[src/rtl/sprite_animator_pkg.sv]
// Shared definitions for the sprite animator.
//   rgb444_t           : 4/4/4 colour triple
//   SCREEN_W/SCREEN_H  : visible raster size
//   anim_state_e       : animation controller states
//   sprite_rom_texel() : sprite ROM contents, one 4-bit palette index per address
//   palette_lookup()   : combinational 16-entry palette
package sprite_animator_pkg;

    localparam int unsigned SCREEN_W = 640;
    localparam int unsigned SCREEN_H = 480;

    typedef struct packed {
        logic [3:0] r;
        logic [3:0] g;
        logic [3:0] b;
    } rgb444_t;

    typedef enum logic [1:0] {
        ST_IDLE = 2'd0,
        ST_PLAY = 2'd1,
        ST_DONE = 2'd2
    } anim_state_e;

    // Procedural ROM image: a mix of column, row (addr/64) and frame (addr/4096)
    // so every frame differs, index 3 sits at address 0 and index 0 (transparent
    // with the default TRANSP_IDX) appears scattered through each frame.
    function automatic logic [3:0] sprite_rom_texel(input logic [31:0] addr);
        return 4'(addr + (addr >> 6) * 32'd5 + (addr >> 12) * 32'd7 + 32'd3);
    endfunction

    function automatic rgb444_t palette_lookup(input logic [3:0] idx);
        rgb444_t c;
        c.r = idx;
        c.g = ~idx;
        c.b = idx ^ 4'd5;
        return c;
    endfunction

endpackage

[src/rtl/sprite_animator_ctrl.sv]
// Animation controller: frame-boundary detector, tick counter and
// IDLE/PLAY/DONE sequencing of the displayed animation frame.
//   clk, rst_n     : pixel clock, async active-low reset
//   draw_x, draw_y : current scan position
//   play, loop     : run animation / wrap after last frame
//   frame_start    : one-cycle frame boundary pulse (combinational)
//   cur_frame      : registered displayed frame
//   anim_done      : non-looping sequence has finished
module sprite_anim_ctrl
    import sprite_animator_pkg::*;
#(
    parameter int unsigned N_FRAMES        = 4,
    parameter int unsigned TICKS_PER_FRAME = 8,
    parameter int unsigned FRAME_W         = 2
) (
    input  logic               clk,
    input  logic               rst_n,
    input  logic [9:0]         draw_x,
    input  logic [9:0]         draw_y,
    input  logic               play,
    input  logic               loop,
    output logic               frame_start,
    output logic [FRAME_W-1:0] cur_frame,
    output logic               anim_done
);

    localparam int unsigned TICK_W = (TICKS_PER_FRAME > 1) ? $clog2(TICKS_PER_FRAME) : 1;
    localparam logic [TICK_W-1:0]  TICK_LAST  = TICK_W'(TICKS_PER_FRAME - 1);
    localparam logic [FRAME_W-1:0] FRAME_LAST = FRAME_W'(N_FRAMES - 1);

    anim_state_e        state_q, state_d;
    logic [FRAME_W-1:0] frame_q, frame_d;
    logic [TICK_W-1:0]  tick_q, tick_d;
    logic               origin_q, origin_d;
    logic               at_origin;

    // Boundary fires once on entering (0,0), not for every cycle parked there.
    assign at_origin   = (draw_x == '0) && (draw_y == '0);
    assign frame_start = at_origin && !origin_q;
    assign cur_frame   = frame_q;
    assign anim_done   = (state_q == ST_DONE);

    always_ff @(posedge clk or negedge rst_n) begin
        if (!rst_n) begin
            state_q  <= ST_IDLE;
            frame_q  <= '0;
            tick_q   <= '0;
            origin_q <= 1'b0;
        end else begin
            state_q  <= state_d;
            frame_q  <= frame_d;
            tick_q   <= tick_d;
            origin_q <= origin_d;
        end
    end

    always_comb begin
        state_d  = state_q;
        frame_d  = frame_q;
        tick_d   = tick_q;
        origin_d = at_origin;
        case (state_q)
            ST_IDLE: begin
                frame_d = '0;
                tick_d  = '0;
                if (play) state_d = ST_PLAY;
            end
            ST_PLAY: begin
                if (!play) begin
                    state_d = ST_IDLE;
                    frame_d = '0;
                    tick_d  = '0;
                end else if (frame_start) begin
                    if (tick_q == TICK_LAST) begin
                        tick_d = '0;
                        if (frame_q == FRAME_LAST) begin
                            if (loop) frame_d = '0;
                            else      state_d = ST_DONE;
                        end else begin
                            frame_d = frame_q + 1'b1;
                        end
                    end else begin
                        tick_d = tick_q + 1'b1;
                    end
                end
            end
            ST_DONE: begin
                if (!play) begin
                    state_d = ST_IDLE;
                    frame_d = '0;
                    tick_d  = '0;
                end
            end
            default: state_d = ST_IDLE;
        endcase
    end

endmodule

[src/rtl/sprite_animator.sv]
// Animated, scaled sprite composited over a background video stream.
//   vga_clk, reset_n         : pixel clock, async active-low reset
//   DrawX, DrawY, blank      : scan position and active-video flag
//   pos_x, pos_y             : sprite top-left, latched at each frame boundary
//   play, loop               : animation control
//   bg_red/green/blue        : background pixel aligned with DrawX/DrawY
//   red/green/blue           : composited pixel, 2 cycles after its inputs
//   sprite_hit               : output pixel is an opaque sprite texel
//   cur_frame, anim_done     : animation status
module sprite_animator
    import sprite_animator_pkg::*;
#(
    parameter int unsigned SPR_W           = 64,
    parameter int unsigned SPR_H           = 64,
    parameter int unsigned N_FRAMES        = 4,
    parameter int unsigned SCALE_SHIFT     = 1,
    parameter int unsigned TICKS_PER_FRAME = 8,
    parameter int unsigned TRANSP_IDX      = 0
) (
    input  logic       vga_clk,
    input  logic       reset_n,
    input  logic [9:0] DrawX,
    input  logic [9:0] DrawY,
    input  logic       blank,
    input  logic [9:0] pos_x,
    input  logic [9:0] pos_y,
    input  logic       play,
    input  logic       loop,
    input  logic [3:0] bg_red,
    input  logic [3:0] bg_green,
    input  logic [3:0] bg_blue,
    output logic [3:0] red,
    output logic [3:0] green,
    output logic [3:0] blue,
    output logic       sprite_hit,
    output logic [((N_FRAMES > 1) ? $clog2(N_FRAMES) : 1)-1:0] cur_frame,
    output logic       anim_done
);

    localparam int unsigned FRAME_W = (N_FRAMES > 1) ? $clog2(N_FRAMES) : 1;
    localparam logic [10:0] SPAN_X  = 11'(SPR_W << SCALE_SHIFT);
    localparam logic [10:0] SPAN_Y  = 11'(SPR_H << SCALE_SHIFT);

    logic        frame_start;
    logic [9:0]  px_q, px_d, py_q, py_d;
    logic        pos_valid_q, pos_valid_d;
    logic        s1_valid_q, s1_valid_d;
    logic [3:0]  s1_idx_q, s1_idx_d;
    logic        s1_hit_q, s1_hit_d;
    logic        s1_blank_q, s1_blank_d;
    rgb444_t     s1_bg_q, s1_bg_d;
    rgb444_t     pix_q, pix_d;
    logic        hit_q, hit_d;

    logic [10:0] x11, y11, px11, py11, dx, dy;
    logic        in_sprite, opaque;
    logic [31:0] col, row, rom_addr;

    sprite_anim_ctrl #(
        .N_FRAMES       (N_FRAMES),
        .TICKS_PER_FRAME(TICKS_PER_FRAME),
        .FRAME_W        (FRAME_W)
    ) u_ctrl (
        .clk        (vga_clk),
        .rst_n      (reset_n),
        .draw_x     (DrawX),
        .draw_y     (DrawY),
        .play       (play),
        .loop       (loop),
        .frame_start(frame_start),
        .cur_frame  (cur_frame),
        .anim_done  (anim_done)
    );

    // Stage 1: position latch, hit test, ROM address and registered ROM read.
    always_comb begin
        px_d        = frame_start ? pos_x : px_q;
        py_d        = frame_start ? pos_y : py_q;
        pos_valid_d = pos_valid_q | frame_start;

        x11  = {1'b0, DrawX};
        y11  = {1'b0, DrawY};
        px11 = {1'b0, px_q};
        py11 = {1'b0, py_q};
        dx   = x11 - px11;
        dy   = y11 - py11;
        // 11-bit compares keep px+span from wrapping; screen limits clip the rest.
        in_sprite = pos_valid_q
                 && (x11 >= px11) && (x11 < px11 + SPAN_X)
                 && (y11 >= py11) && (y11 < py11 + SPAN_Y)
                 && (x11 < 11'(SCREEN_W)) && (y11 < 11'(SCREEN_H));
        col      = 32'(dx >> SCALE_SHIFT);
        row      = 32'(dy >> SCALE_SHIFT);
        rom_addr = 32'(cur_frame) * (SPR_W * SPR_H) + row * SPR_W + col;

        s1_valid_d = 1'b1;
        s1_idx_d   = sprite_rom_texel(rom_addr);
        s1_hit_d   = in_sprite;
        s1_blank_d = blank;
        s1_bg_d    = {bg_red, bg_green, bg_blue};
    end

    // Stage 2: transparency, palette and blanking into the output register.
    always_comb begin
        opaque = s1_hit_q && (s1_idx_q != 4'(TRANSP_IDX));
        pix_d  = '0;
        hit_d  = 1'b0;
        if (s1_valid_q && s1_blank_q) begin
            if (opaque) begin
                pix_d = palette_lookup(s1_idx_q);
                hit_d = 1'b1;
            end else begin
                pix_d = s1_bg_q;
            end
        end
    end

    always_ff @(posedge vga_clk or negedge reset_n) begin
        if (!reset_n) begin
            px_q        <= '0;
            py_q        <= '0;
            pos_valid_q <= 1'b0;
            s1_valid_q  <= 1'b0;
            s1_idx_q    <= '0;
            s1_hit_q    <= 1'b0;
            s1_blank_q  <= 1'b0;
            s1_bg_q     <= '0;
            pix_q       <= '0;
            hit_q       <= 1'b0;
        end else begin
            px_q        <= px_d;
            py_q        <= py_d;
            pos_valid_q <= pos_valid_d;
            s1_valid_q  <= s1_valid_d;
            s1_idx_q    <= s1_idx_d;
            s1_hit_q    <= s1_hit_d;
            s1_blank_q  <= s1_blank_d;
            s1_bg_q     <= s1_bg_d;
            pix_q       <= pix_d;
            hit_q       <= hit_d;
        end
    end

    assign red        = pix_q.r;
    assign green      = pix_q.g;
    assign blue       = pix_q.b;
    assign sprite_hit = hit_q;

endmodule

[config.mk]
export PLATFORM = sky130hd
export DESIGN_NAME = sprite_animator
export DESIGN_NICKNAME = d
export VERILOG_FILES = /design/src/rtl/sprite_animator_pkg.sv /design/src/rtl/sprite_animator_ctrl.sv /design/src/rtl/sprite_animator.sv
export SDC_FILE = /design/constraint.sdc
export NUM_CORES = 1
export LEC_CHECK = 0
export BUFFER_PORTS_ARGS = -buffer_cell sky130_fd_sc_hd__buf_2
export CORE_UTILIZATION = 61
export CTS_CLUSTER_DIAMETER = 80
export CTS_CLUSTER_SIZE = 40
export DETAILED_ROUTE_END_ITERATION = 10
export GPL_TIMING_DRIVEN = 0
export PLACE_DENSITY = 0.82
export SLEW_MARGIN = 5
export SYNTH_ARGS = -nofsm -noshare
export SYNTH_HDL_FRONTEND = slang
export SYNTH_HIERARCHICAL = 1
export SYNTH_SLANG_ARGS = --single-unit
[constraint.sdc]
create_clock -name vga_clk -period 10.5 [get_ports vga_clk]
set_input_delay 0 -clock vga_clk [delete_from_list [all_inputs] [get_ports vga_clk]]
set_output_delay 0 -clock vga_clk [all_outputs]
set_load 0.02 [all_outputs]
==> metrics.md <==
| Metric | Value |
|---|---|
| Cell area after synthesis | `4070 sq um` |
| Register bit count reported by yosys | `61` |
| Cell Pwr Density | `140 nW/um^2` |
| Cells after Synth | `416` |
| Fin crit period | `7.46 ns` |
| Fmax | `~130 MHz` |
| Die Y | `approximately 84 microns` |
| Clock latency at the later pin of the worst-skew pair | `around 0.34 ns` |
| Setup Crit Path Kind | `reg2reg` |
| Slew @ Worst Pin | `1.31 ns` |
| Root Driver | `clkbuf_8` |
| First-pass GRT wire length | `16600 microns` |
| Cts repair resizes | `0` |
| Worst-path clk slew | `about 0.08 ns` |
| GPL Wtd Cong | `0.862` |
| Share of layout cells above drive strength 1 | `~20%` |
| Routed wire length | `9890 microns` |
| Worst EP required | `between 10 and 15 ns` |
| RSZ-0062 raised after global routing | `no` |
| Lkg Pwr | `2.57 nW` |
| Io pins | `73` |
| Die Width | `83.6 microns` |
| Total vias in the final route | `about 3500` |
| Worst min path class | `in2reg` |
| Final Hold Fails | `0` |
| EDFF count, synth | `0` |
| Register area share after synthesis | `between 30% and 40%` |
| Clock Skew | `around 0.0099 ns` |
| Crit-path max FO | `5` |
| Crit-path slowest cell | `fa_1` |
| DRT Pass-1 Iters | `4` |
| Total grt overflow | `0` |
| Clock sinks | `61` |
| Initial core utilization | `63.7%` |
| Post-CTS setup buffers | `0` |
| Initial antenna violation count | `0` |
| Setup tns final | `0 ns` |
| Slew Limit Fails | `0` |
| All-Layer GR Usage | `30.4%` |
| # fillers | `391` |
| Layout Cells excl Fill | `615` |
| Sequential cell area | `1530 sq um` |
| Multi-input gate area | `2330 sq um` |
| CTS tree | `built` |
| Rows | `29` |
| CTS Buf Count | `9` |
| Core region area | `6390 sq um` |
| Setup violators final | `0` |
| Top_reg_cell synth | `dfrtp_1` |
| Syn Nets | `525` |
| Post-cts hold buffer count | `35` |
| Rel. slew slack | `11.2%` |
| Setup crit start kind | `flip-flop` |
| WP data arrival | `7.72 ns` |
| Worst path max stage delay | `0.54 ns` |
| ANT nets after route | `0` |
| Pin count of the biggest net entering global routing | `62` |
| Synthesized area per cell | `9.78 sq um` |
| Status | `finished clean` |
| CTS max path bufs | `2` |
| Vias in the first global route | `roughly 3600` |
| Final routed DRC violation total | `0` |
| VDD IR-drop max | `170 uV` |
| Power, Total | `710 uW` |
| Async SR Flop Fraction | `100%` |
| Die ar. | `between 6000 and 7000 sq um` |
| Hpwl dp | `7120 microns` |
| # diodes | `0` |
| Distinct cells, synth | `63` |
| Via density | `roughly 5.7` |
| Hold WS | `around 0.032 ns` |
| Wirelength per Cell | `16.1 microns` |
| # port buffers | `between 70 and 80` |
| P&R area growth vs syn | `24.6%` |
| Inst Count DP | `~560` |
| Max-cap violations | `0` |
| Final nets | `approximately 640` |
| Fraction of the cycle the final worst path needs | `between 70% and 80%` |
| Starting DRT DRC Count | `175` |
| Htree depth | `3` |
| Synth Warn # | `6` |
| Critical Path End Type | `flip-flop` |
==> flip-flops by register name, indices dropped and copies added (netlist names), 2 cells and up <==
register          cells
u_ctrl/state_q        2
py_q                 10
s1_bg_q              12
s1_idx_q              4
u_ctrl/tick_q         3
red                   4
u_ctrl/cur_frame      2
blue                  4
px_q                 10
green                 4
==> stage by stage <==
step	area, sq um	utilization, %	setup WS (ns)
2_1_floorplan	4070	-	3.63
3_3_place_gp	4520	70.7	3.18
3_5_place_dp	4520	70.8	3.04
4_1_cts	5070	79.4	3.01
5_1_grt	5070	79.4	2.57
6_report	5070	79.4	3.04
==> routing by layer <==
layer	global-route usage [%]	wire length (microns)	vias up
li1	-	-	1677
met1	36.0	4080	1641
met2	52.9	5000	141
met3	9.40	596	18
met4	9.40	207	0
met5	0	0	-
==> critical path: cells and delay by family (launching register included) <==
kind,cells,cell delay [ns]
xor+xnor,7,1.52
compound gates,10,2.06
flops,1,0.39
buf+inv,5,0.32
fa+ha+maj,8,3.11
==> placed cells by master (no fill, tap or decap), drive strengths merged, types with 3 or more instances in the layout <==
master / Yosys / routed
buf: 3 / 74
dfrtp: 61 / 61
inv: 45 / 46
nand2: 44 / 44
ha: 43 / 43
dlygate4sd3: 0 / 35
o21ai: 26 / 26
a21oi: 25 / 25
nor2: 23 / 23
xnor2: 23 / 23
clkbuf: 7 / 16
a21o: 15 / 15
fa: 9 / 9
nor2b: 7 / 7
nand3: 7 / 7
nor3: 7 / 7
nor4: 7 / 7
o211ai: 6 / 6
a31oi: 4 / 4
clkinv: 0 / 4
xor2: 3 / 3
a211oi: 3 / 3
o21a: 3 / 3
nand4: 3 / 3
o31a: 3 / 3
==> kinds of logic after synthesis <==
| logic type | Yosys count | share of synthesized area [%] |
|---|---|---|
| AOI/OAI and AO/OA | 102 | 16.7 |
| DFF | 61 | 37.5 |
| xor gates and xnor gates | 27 | 6.15 |
| muxes | 3 | 0.800 |
| adders and majority gates | 52 | 17.7 |
| buffers and inverters | 55 | 5.26 |
| other | 1 | 0.0922 |
| and+or+nand+nor | 115 | 15.8 |
==> report_power, final <==
group	internal, mW	switching, mW
combinational	0.125	0.117
sequential	0.249	0.00758
clock	0.110	0.101
==> layout make-up <==
class	count	share of cell area (%)
clock inverters	7	1.46
well taps	77	1.90
clock buffers	9	2.44
plain buffers	10	0.889
multi-input cells	300	45.9
repair buffers	106	14.0
flip-flops and latches	61	30.1
inverters	45	3.33
==> worst paths after layout <==
check | startpoint | endpoint | slack [ns] | depth (start not counted)
min in group asynchronous | reset_n | px_q[2]$_DFFE_PN0P_ | 0.26 | 2
worst max-delay path | px_q[0]$_DFFE_PN0P_ | s1_idx_q[3]$_DFF_PN0_ | 3.04 | 30
worst min-delay path | loop | u_ctrl/state_q[0]$_DFFE_PN0P_ | 0.03 | 3
max in group asynchronous | reset_n | pos_valid_q$_DFF_PN0_ | 9.72 | 2
worst max register to register | px_q[0]$_DFFE_PN0P_ | s1_idx_q[3]$_DFF_PN0_ | 3.04 | 30
worst min register to register | s1_bg_q[4]$_DFF_PN0_ | green[0]$_DFF_PN0_ | 0.49 | 2
==> cells in the mapped netlist (all sizes together) (4+ instances only) <==
master | instances | area (sq um)
a21o | 15 | 115
a21oi | 25 | 129
a31oi | 4 | 31.3
clkbuf | 7 | 26.3
dfrtp | 61 | 1530
fa | 9 | 180
ha | 43 | 538
inv | 45 | 169
nand2 | 44 | 165
nand3 | 7 | 47.6
nor2 | 23 | 86.3
nor2b | 7 | 43.8
nor3 | 7 | 40.0
nor4 | 7 | 104
o211ai | 6 | 50.1
o21ai | 26 | 130
xnor2 | 23 | 201
No activity file was read; power rests on OpenSTA's default activity.
